$ cat src/rtl/imm_extend_pipe_pkg.sv
// rtl/imm_extend_pipe_pkg.sv - shared types for the registered immediate extender
// Optional feature macro: IMM_ZICSR_EN (IMM_Z is only legal in consumers built with it)
package imm_extend_pipe_pkg;

  localparam int CLOCK_PERIOD = 10;

  // IMM_Z is always enumerated; consumers decide whether it is legal.
  typedef enum logic [2:0] {
    IMM_I = 3'd0,
    IMM_S = 3'd1,
    IMM_B = 3'd2,
    IMM_U = 3'd3,
    IMM_J = 3'd4,
    IMM_Z = 3'd5
  } imm_type_t;

  typedef enum logic [1:0] {
    ST_EMPTY = 2'd0,
    ST_ONE   = 2'd1,
    ST_FULL  = 2'd2
  } occ_state_t;

endpackage

$ cat src/rtl/imm_extend_pipe_imm_format_xlen.sv
// rtl/imm_extend_pipe_imm_format_xlen.sv - combinational RISC-V immediate format and extend
// Optional feature macro: IMM_ZICSR_EN (select 5 yields zero-extended Instr[19:15])
module imm_format_xlen
  import imm_extend_pipe_pkg::*;
#(
  parameter int XLEN = 32
) (
  input  logic [31:0]     instr,
  input  logic [2:0]      sel,
  output logic [XLEN-1:0] imm,
  output logic            err
);

  if ((XLEN != 32) && (XLEN != 64)) begin : g_bad_xlen
    $fatal(1, "imm_format_xlen: XLEN must be 32 or 64");
  end

  logic [31:0] raw;
  logic        zimm;
  logic        unused_opcode;

  // The opcode field never contributes to any immediate.
  assign unused_opcode = ^instr[6:0];

  // Build a 32-bit value already sign-extended from bit 31, then widen to XLEN.
  always_comb begin
    raw  = '0;
    err  = 1'b0;
    zimm = 1'b0;
    case (imm_type_t'(sel))
      IMM_I:   raw = {{20{instr[31]}}, instr[31:20]};
      IMM_S:   raw = {{20{instr[31]}}, instr[31:25], instr[11:7]};
      IMM_B:   raw = {{19{instr[31]}}, instr[31], instr[7], instr[30:25], instr[11:8], 1'b0};
      IMM_U:   raw = {instr[31:12], 12'b0};
      IMM_J:   raw = {{11{instr[31]}}, instr[31], instr[19:12], instr[20], instr[30:21], 1'b0};
`ifdef IMM_ZICSR_EN
      IMM_Z:   zimm = 1'b1;
`endif
      default: err = 1'b1;
    endcase
  end

  // Every format (including U on RV64) sign-extends from Instr[31]; CSR uimm zero-extends.
  assign imm = zimm ? XLEN'(instr[19:15]) :
               err  ? '0                  :
                      XLEN'($signed(raw));

endmodule

$ cat src/rtl/imm_extend_pipe.sv
// rtl/imm_extend_pipe.sv - registered immediate extender with 2-entry skid buffer
// Optional feature macro: IMM_ZICSR_EN (enables CSR zero-immediate select)
module imm_extend_pipe
  import imm_extend_pipe_pkg::*;
#(
  parameter int XLEN  = 32,
  parameter int TAG_W = 5
) (
  input  logic             CLK,
  input  logic             RST_N,
  input  logic             Flush,
  input  logic             In_Valid,
  output logic             In_Ready,
  input  logic [31:0]      Instr,
  input  logic [2:0]       Imm_Type_Sel,
  input  logic [TAG_W-1:0] In_Tag,
  output logic             Out_Valid,
  input  logic             Out_Ready,
  output logic [XLEN-1:0]  Imm_Ext,
  output logic [TAG_W-1:0] Out_Tag,
  output logic             Imm_Err
);

  logic [XLEN-1:0]  fmt_imm;
  logic             fmt_err;
  occ_state_t       state, next_state;
  logic             accept, drain;
  logic             load_out, load_skid, out_from_skid;
  logic [XLEN-1:0]  skid_imm;
  logic [TAG_W-1:0] skid_tag;
  logic             skid_err;

  // Formatting happens before storage so both registers hold final values.
  imm_format_xlen #(.XLEN(XLEN)) u_fmt (
    .instr (Instr),
    .sel   (Imm_Type_Sel),
    .imm   (fmt_imm),
    .err   (fmt_err)
  );

  assign accept    = In_Valid & In_Ready & ~Flush;
  assign drain     = Out_Valid & Out_Ready;
  assign Out_Valid = (state != ST_EMPTY);

  // Occupancy state register.
  always_ff @(posedge CLK or negedge RST_N) begin
    if (!RST_N) state <= ST_EMPTY;
    else        state <= next_state;
  end

  // Next occupancy and register load controls; Flush overrides everything.
  always_comb begin
    next_state    = state;
    load_out      = 1'b0;
    load_skid     = 1'b0;
    out_from_skid = 1'b0;
    case (state)
      ST_EMPTY: begin
        if (accept) begin
          next_state = ST_ONE;
          load_out   = 1'b1;
        end
      end
      ST_ONE: begin
        if (accept && drain) begin
          load_out = 1'b1;
        end else if (accept) begin
          next_state = ST_FULL;
          load_skid  = 1'b1;
        end else if (drain) begin
          next_state = ST_EMPTY;
        end
      end
      ST_FULL: begin
        if (drain) begin
          next_state    = ST_ONE;
          load_out      = 1'b1;
          out_from_skid = 1'b1;
        end
      end
      default: next_state = ST_EMPTY;
    endcase
    if (Flush) begin
      next_state = ST_EMPTY;
      load_out   = 1'b0;
      load_skid  = 1'b0;
    end
  end

  // In_Ready is a flop: low exactly while the skid entry is occupied.
  always_ff @(posedge CLK or negedge RST_N) begin
    if (!RST_N) In_Ready <= 1'b1;
    else        In_Ready <= (next_state != ST_FULL);
  end

  // Output register: loads from the formatter or from the skid, otherwise holds.
  always_ff @(posedge CLK or negedge RST_N) begin
    if (!RST_N) begin
      Imm_Ext <= '0;
      Out_Tag <= '0;
      Imm_Err <= 1'b0;
    end else if (load_out) begin
      Imm_Ext <= out_from_skid ? skid_imm : fmt_imm;
      Out_Tag <= out_from_skid ? skid_tag : In_Tag;
      Imm_Err <= out_from_skid ? skid_err : fmt_err;
    end
  end

  // Skid register catches the entry accepted while the output is stalled.
  always_ff @(posedge CLK or negedge RST_N) begin
    if (!RST_N) begin
      skid_imm <= '0;
      skid_tag <= '0;
      skid_err <= 1'b0;
    end else if (load_skid) begin
      skid_imm <= fmt_imm;
      skid_tag <= In_Tag;
      skid_err <= fmt_err;
    end
  end

endmodule

$ cat config.mk
export PLATFORM = sky130hd
export DESIGN_NAME = imm_extend_pipe
export DESIGN_NICKNAME = d
export VERILOG_FILES = /design/src/rtl/imm_extend_pipe_pkg.sv /design/src/rtl/imm_extend_pipe_imm_format_xlen.sv /design/src/rtl/imm_extend_pipe.sv
export SDC_FILE = /design/constraint.sdc
export NUM_CORES = 1
export LEC_CHECK = 0
export ABC_AREA = 1
export CORE_ASPECT_RATIO = 2
export CORE_UTILIZATION = 56
export DETAILED_ROUTE_END_ITERATION = 8
export GPL_TIMING_DRIVEN = 0
export PLACE_DENSITY = 0.86
export SETUP_SLACK_MARGIN = 0.4
export SLEW_MARGIN = 20
export SYNTH_ARGS = -nofsm -noshare
export SYNTH_HDL_FRONTEND = slang
export SYNTH_HIERARCHICAL = 1
export SYNTH_SLANG_ARGS = --single-unit
$ cat constraint.sdc
create_clock -name CLK -period 3.4 [get_ports CLK]
set_input_delay 0.51 -clock CLK [delete_from_list [all_inputs] [get_ports CLK]]
set_output_delay 0.51 -clock CLK [all_outputs]
set_load 0.02 [all_outputs]
==> summary.md, run 1 <==
| Metric | Value |
|---|---|
| Status | finished clean |
| Core footprint | 0.00754 mm^2 |
| Count leader, synth | nand2_1 |
| Area Overhead vs Synth | 27.5% |
| Peak supply drop | 0.401 mV |
| Mean Syn Cell Area | 7.33 um^2 |
| Diode count | 0 |
| Via density | 5.83 |
| Synth unique cells | 22 |
| DR DRC count | 0 |
| H-tree depth | 3 |
| Hold Vio Cnt, Final | 0 |
| Unrepaired setup endpoints after global routing | no |
| Layout cells sized above 1 | 0.0937 |
| CP Capture Type | output pin |
| Mapped Cells | 591 |
| Asr flop ratio synth | 1.00 |
| Dpl hpwl | 9.36 mm |
| Post-synth top area cell | dfrtp_1 |
| Iteration-0 DRC Markers | 514 |
| Final ANT Viol Nets | 0 |
| Reg2Reg Setup Slack | 1.85 ns |
| Hold/Removal Path Class | primary input to asynchronous set/reset pin |
| Synth Register Bits | 79 |
| Lkg Pwr | 0.00291 uW |
| Mapped cell area | 0.00433 mm^2 |
| Fin crit share | 0.615 |
| # resized after CTS | 0 |
| CP max FO | 8 |
| RR Endpoint | Imm_Ext[2]$_DFFE_PN0P_ |
| Post-Place Cells | 761 |
| Routed WL | approximately 13 mm |
| Post-synth EDFFs | 0 |
| Worst Setup Start Kind | flip-flop |
| Worst slew margin | 0.666 |
| Logic pwr share | 0.248 |
| Clk sinks | around 80 |
| Clock Pin Slew Worst Setup and Hold Paths | 0.06 ns |
| Cell Pwr Density | 527 mW/mm^2 |
| Clk buf depth | 2 |
| Top cells by count, synth | nand2_1, nand3_1, dfrtp_1 |
| Sw Share | 0.311 |
| Slowest cell delay on critical path | a little over 0.6 ns |
| Worst-Skew Late Latency | about 0.34 ns |
| Data required time of the worst path | just under 3 ns |
| Top-Level Pins | 85 |
| Initial antenna violation count | 0 |
| Via count | 4528 |
| Grt ovf | 0 |
| Reg2Reg Launch Point | In_Ready$_DFF_PN1_ |
| First-pass GRT wire length | 21.1 mm |
| Area post-placement | 0.00523 mm^2 |
| Layout Utilization | 0.732 |
| Worst Setup Path Type | flip-flop to output pin |
| Largest net degree at the start of global routing | 59 |
| Slowest CP cell | clkdlybuf4s50_1 |
| Die width | around 64 um |
| Sequential group share of total power | 0.419 |
| Seq/Total Area, Yosys | 0.457 |
| Layout net count | a little over 700 |
| CTS tree | built |
| Post-route cell area | 0.00552 mm^2 |
| CP Cell Sequence | buf_4 > inv_2 > nand2_1 > clkdlybuf4s50_1 |
| FILL cells | 610 |
| Internal Pwr Total | 2010 uW |
| CP arrival | 1.58 ns |
| Clk root buf | clkbuf_16 |
| Yosys top cell area share | 0.451 |
| Port bufs | between 70 and 80 |
| Total nets after synthesis | about 640 |
| Initial Utilization | 0.574 |
| Ys Warns | 6 |
| Gpl congestion | around 1.0 |
| Max frequency | 478 MHz |
| Sw Pwr | 905 uW |
| Die extent in y | 126 um |
| Clock power frac | 0.332 |
| Post-DR wirelength/cell | 16.8 um |
| Total CTS buffers | 9 |
| Worst Setup SP | state[1]$_DFF_PN0_ |
| Die area | approximately 0.0081 mm^2 |
| Prevailing post-synth register cell | dfrtp_1 |
| Layout Cells excl Fill | roughly 780 |
| Total Routing Usage GR | 0.345 |
| Setup bufs post-CTS | 0 |
| Least-Margin Pin Slew | 0.501 ns |
| FF-to-FF path depth | 6 |
| Clock Skew | 0.00488 ns |
| Max-slew violations | 0 |
| Tmin final | 2.09 ns |
| Final setup fails | 0 |
| CP Capture Point | Out_Valid |
| Area contributors post-synth | dfrtp_1, nand2_1, nand3_1 |
| Vias in the first global route | 4538 |
| Number of core rows | 45 |
| Pre-Repair DR Iteration Count | 8 |
| Total Power | 2910 uW |
| Max-cap viol count | 0 |
| Cts hold-fix bufs | 0 |
worst max-delay path: cells and delay by family, from the launching register on:
kind,cells,cell delay (ns)
DFF,1,0.32
buffers and inverters,3,0.82
and+or+nand+nor,1,0.09
worst min path at each step:
stage | startpoint | end | slack [ns] | depth (start not counted)
floorplan | RST_N | Imm_Err$_DFFE_PN0P_ | 0.21 | 0
global placement | skid_imm[6]$_DFFE_PN0P_ | skid_imm[6]$_DFFE_PN0P_ | 0.45 | 2
detailed placement | RST_N | Imm_Ext[8]$_DFFE_PN0P_ | 0.43 | 1
CTS | RST_N | Imm_Ext[8]$_DFFE_PN0P_ | 0.06 | 1
global route | RST_N | Imm_Ext[8]$_DFFE_PN0P_ | 0.07 | 1
finish | RST_N | Imm_Ext[8]$_DFFE_PN0P_ | 0.06 | 1
placed cells by master (no fill, tap or decap), types with 2 or more instances in the layout:
| cell | count |
|---|---|
| clkinv_2 | 2 |
| o21ai_0 | 6 |
| buf_6 | 6 |
| clkdlybuf4s50_1 | 74 |
| inv_1 | 9 |
| nand2_1 | 265 |
| buf_4 | 12 |
| dfrtp_1 | 78 |
| nor2_1 | 12 |
| clkbuf_16 | 9 |
| nand4_1 | 48 |
| nand3_1 | 112 |
| inv_2 | 2 |
| buf_2 | 20 |
| clkbuf_1 | 13 |
area by class of cell:
cell class                      instances  area [um^2]  area share
Buffer                                 50          299      0.0541
Multi-Input combinational cell        451         2010       0.364
Clock inverter                          5         56.3      0.0102
Sequential cell                        79         1980       0.358
Inverter                               11         41.3     0.00747
Clock buffer                           11          243      0.0439
Tap cell                               94          118      0.0213
Timing Repair Buffer                   76          776       0.140
power by group through the flow:
stage / Sequential, uW / Clock (uW) / Combinational [uW]
floorplan: 1310 / 0 / 301
global placement: 1220 / 0 / 688
detailed placement: 1230 / 0 / 712
CTS: 1220 / 977 / 719
global route: 1240 / 1020 / 786
finish: 1220 / 967 / 723
metrics by stage:
stage / setup slack [ns] / hold slack, ns / setup TNS [ns]
final: 1.31 / 0.0629 / 0
after global routing: 1.26 / 0.0741 / 0
after CTS: 1.31 / 0.0624 / 0
after detailed placement: 1.22 / 0.425 / 0
after global placement: -0.862 / 0.453 / -66.70
after floorplan: 1.93 / 0.214 / 0
state kept, by name, summed over array words and instances, names as in the netlist:
register  flops
skid_tag      5
Out_Tag       5
skid_err      1
state         2
Imm_Ext      32
In_Ready      1
Imm_Err       1
skid_imm     32
metal layers:
layer	global-route usage	vias up	wire, um
li1	-	2118	-
met1	0.353	2127	4510
met2	0.616	221	6970
met3	0.0576	62	716
met4	0.248	0	828
met5	0	-	0
cell families after synthesis:
logic type | count (synthesis) | synth area share
simple gates | 445 | 0.458
compound gates | 6 | 0.00693
flops | 79 | 0.457
buf+inv | 61 | 0.0786
(Power assumes the default switching activity.)
==> run 2, diff against run 1 <==
--- a/config.mk
+++ b/config.mk
@@ -7,10 +7,10 @@
 export LEC_CHECK = 0
 export ABC_AREA = 1
 export CORE_ASPECT_RATIO = 2
-export CORE_UTILIZATION = 56
+export CORE_UTILIZATION = 52
 export DETAILED_ROUTE_END_ITERATION = 8
 export GPL_TIMING_DRIVEN = 0
-export PLACE_DENSITY = 0.86
+export PLACE_DENSITY = 0.8
 export SETUP_SLACK_MARGIN = 0.4
 export SLEW_MARGIN = 20
 export SYNTH_ARGS = -nofsm -noshare
==> constraint.sdc (replaced) <==
create_clock -name CLK -period 2.2 [get_ports CLK]
set_input_delay 0.33 -clock CLK [delete_from_list [all_inputs] [get_ports CLK]]
set_output_delay 0.33 -clock CLK [all_outputs]
set_load 0.02 [all_outputs]
==> summary.md, run 2 (synthesis gave the netlist of run 1 again) <==
| Metric | Value |
|---|---|
| Status | finished clean (unchanged) |
| Setup ws final | 0.486 ns (was 1.31 ns) |
| Layout Cells excl Fill | 780 (was 777) |
| CP arrival | 1.94 ns (was 1.58 ns) |
| Area Overhead vs Synth | 27.7% (was 27.5%) |
| Clk root buf | clkbuf_16 (unchanged) |
| Worst slew margin | 0.650 (was 0.666) |
| Core footprint | 0.00800 mm^2 (was 0.00754 mm^2) |
| CP max FO | 10 (was 8) |
| Total Routing Usage GR | 0.315 (was 0.345) |
| Dpl ws | 0.184 ns (was 1.22 ns) |
| Worst-Skew Late Latency | 0.34 ns (about the same) |
| Hold slack final | 0.476 ns (was 0.0629 ns) |
| Most common cell after layout, fill and taps aside | nand2_1 (unchanged) |
| Post-DR wirelength/cell | 16.1 um (was 16.8 um) |
| Gpl congestion | 1.01 (was 0.996) |
| Max-cap viol count | 0 (unchanged) |
| Max frequency | 583 MHz |
| Cell Pwr Density | 807 mW/mm^2 (was 527 mW/mm^2) |
| Diode count | 0 (unchanged) |
| Vias in the first global route | 4455 (was 4538) |
| Peak supply drop | 0.641 mV (was 0.401 mV) |
| Via density | 5.70 (was 5.83) |
| Die area | 0.00872 mm^2 (was 0.00811 mm^2) |
| Unrepaired setup endpoints after global routing | no (unchanged) |
| Fin crit share | 0.779 |
| Clk buf depth | 2 (unchanged) |
| Initial Utilization | 0.541 (was 0.574) |
| Initial antenna violation count | 0 (unchanged) |
| Clock Skew | 0.00524 ns (was 0.00488 ns) |
| Top-Level Pins | 85 (unchanged) |
| Clk sinks | 79 (unchanged) |
| Number of core rows | 46 (was 45) |
| H-tree depth | 3 (unchanged) |
| Commonest non-fill, non-tap cells in the layout | nand2_1, nand3_1, dfrtp_1 (unchanged) |
| Max-slew violations | 0 (unchanged) |
| Worst Setup Path Type | primary input to flip-flop (was flip-flop to output pin) |
| Final setup fails | 0 (unchanged) |
| Grt ovf | 0 (unchanged) |
| Tmin final | around 1.7 ns |
| Port bufs | 75 (unchanged) |
| Layout cells sized above 1 | 0.0921 (was 0.0937) |
| Post-Place Cells | 763 (was 761) |
| Pre-Repair DR Iteration Count | 5 (was 8) |
| Via count | 4448 (was 4528) |
| Hold/Removal Path Class | flip-flop to flip-flop (was primary input to asynchronous set/reset pin) |
| Worst Setup Start Kind | primary input (was flip-flop) |
| Data required time of the worst path | 2.43 ns (was 2.89 ns) |
| Largest net degree at the start of global routing | 47 (was 59) |
| Clock Pin Slew Worst Setup and Hold Paths | 0.06 ns (about the same) |
| CTS tree | built (unchanged) |
| Setup bufs post-CTS | 0 (unchanged) |
| Die extent in y | 131 um (was 126 um) |
| Iteration-0 DRC Markers | 387 (was 514) |
| Die width | 66.5 um (was 64.2 um) |
| First-pass GRT wire length | 20.5 mm (was 21.1 mm) |
| Total CTS buffers | 9 (unchanged) |
| Least-Margin Pin Slew | 0.525 ns (was 0.501 ns) |
| Hold Vio Cnt, Final | 0 (unchanged) |
| Final ANT Viol Nets | 0 (unchanged) |
| CP Capture Type | flip-flop (was output pin) |
| Lkg Pwr | 0.00290 uW (was 0.00291 uW) |
| Top Registers | Imm_Ext: 32 flops, skid_imm: 32 flops (unchanged) |
| DR DRC count | 0 (unchanged) |
| Setup TNS Final | 0 ns (unchanged) |
| Routed WL | 12.5 mm (was 13.0 mm) |
| Layout net count | 724 (was 723) |
| Dpl hpwl | 9.27 mm (was 9.36 mm) |
-- run 2: cell count changes in the layout (fill, tap and decap cells not counted), sizes merged --
cell	previous run	this run
clkdlybuf4s50	74	72
clkinvlp	1	2
dlygate4sd2	0	1
dlygate4sd3	0	1
dlymetal6s2s	0	1
inv	12	11
-- run 2: final cells by class --
| class | count | area [um^2] |
|---|---|---|
| fillers | 704 | 2470 |
| inverters | 11 | 41.3 |
| flip-flops and latches | 79 | 1980 |
| clock inverters | 5 | 58.8 |
| repair buffers | 77 | 787 |
| clock buffers | 11 | 233 |
| well taps | 96 | 120 |
| multi-input cells | 451 | 2010 |
| plain buffers | 50 | 299 |
-- run 2: metal layers --
metal	vias to the layer above	track usage	part of all wire
li1	2123	-	-
met1	2048	0.341	0.37
met2	230	0.535	0.52
met3	47	0.0571	0.055
met4	0	0.233	0.051
met5	-	0	0
-- run 2: final timing paths --
check | startpoint | to | slack (ns) | depth (start not counted)
max | Imm_Type_Sel[2] | Imm_Ext[30]$_DFFE_PN0P_ | 0.49 | 10
min | skid_tag[0]$_DFFE_PN0P_ | skid_tag[0]$_DFFE_PN0P_ | 0.48 | 2
max reg2reg | In_Ready$_DFF_PN1_ | skid_imm[23]$_DFFE_PN0P_ | 0.66 | 7
min reg2reg | skid_tag[0]$_DFFE_PN0P_ | skid_tag[0]$_DFFE_PN0P_ | 0.48 | 2
max in group asynchronous | RST_N | In_Ready$_DFF_PN1_ | 1.08 | 3
min in group asynchronous | RST_N | Imm_Ext[8]$_DFFE_PN0P_ | 0.49 | 2
-- run 2: power by group --
part | leakage [uW] | switching [uW] | internal, uW
Clock | 0.000136 | 594 | 879
Sequential | 0.00103 | 160 | 1730
Combinational | 0.00174 | 638 | 464
Total | 0.00290 | 1390 | 3070
-- run 2: worst max-delay path, stage by stage --
cell and delay, ns:
clkdlybuf4s50_1 0.66, buf_6 0.20, nor2_4 0.06, nand3_2 0.07, buf_6 0.13, nand3_1 0.17, nand2_1 0.14, nand2_1 0.06
nand3_1 0.06, nand2_1 0.05
-- run 2: timing repair --
item	in CTS	in global routing
resized for setup	1	1
endpoints found under the hold margin	33	0
setup endpoints to repair	1	1
hold buffers	1	0
-- run 2: metrics by stage --
step                       util  power (uW)  area [um^2]
final                     0.691        4460         5530
after global routing      0.691        4670         5530
after CTS                 0.691        4470         5530
after detailed placement  0.653        3000         5230
after global placement    0.650        2950         5200
after floorplan               -        2480         4330
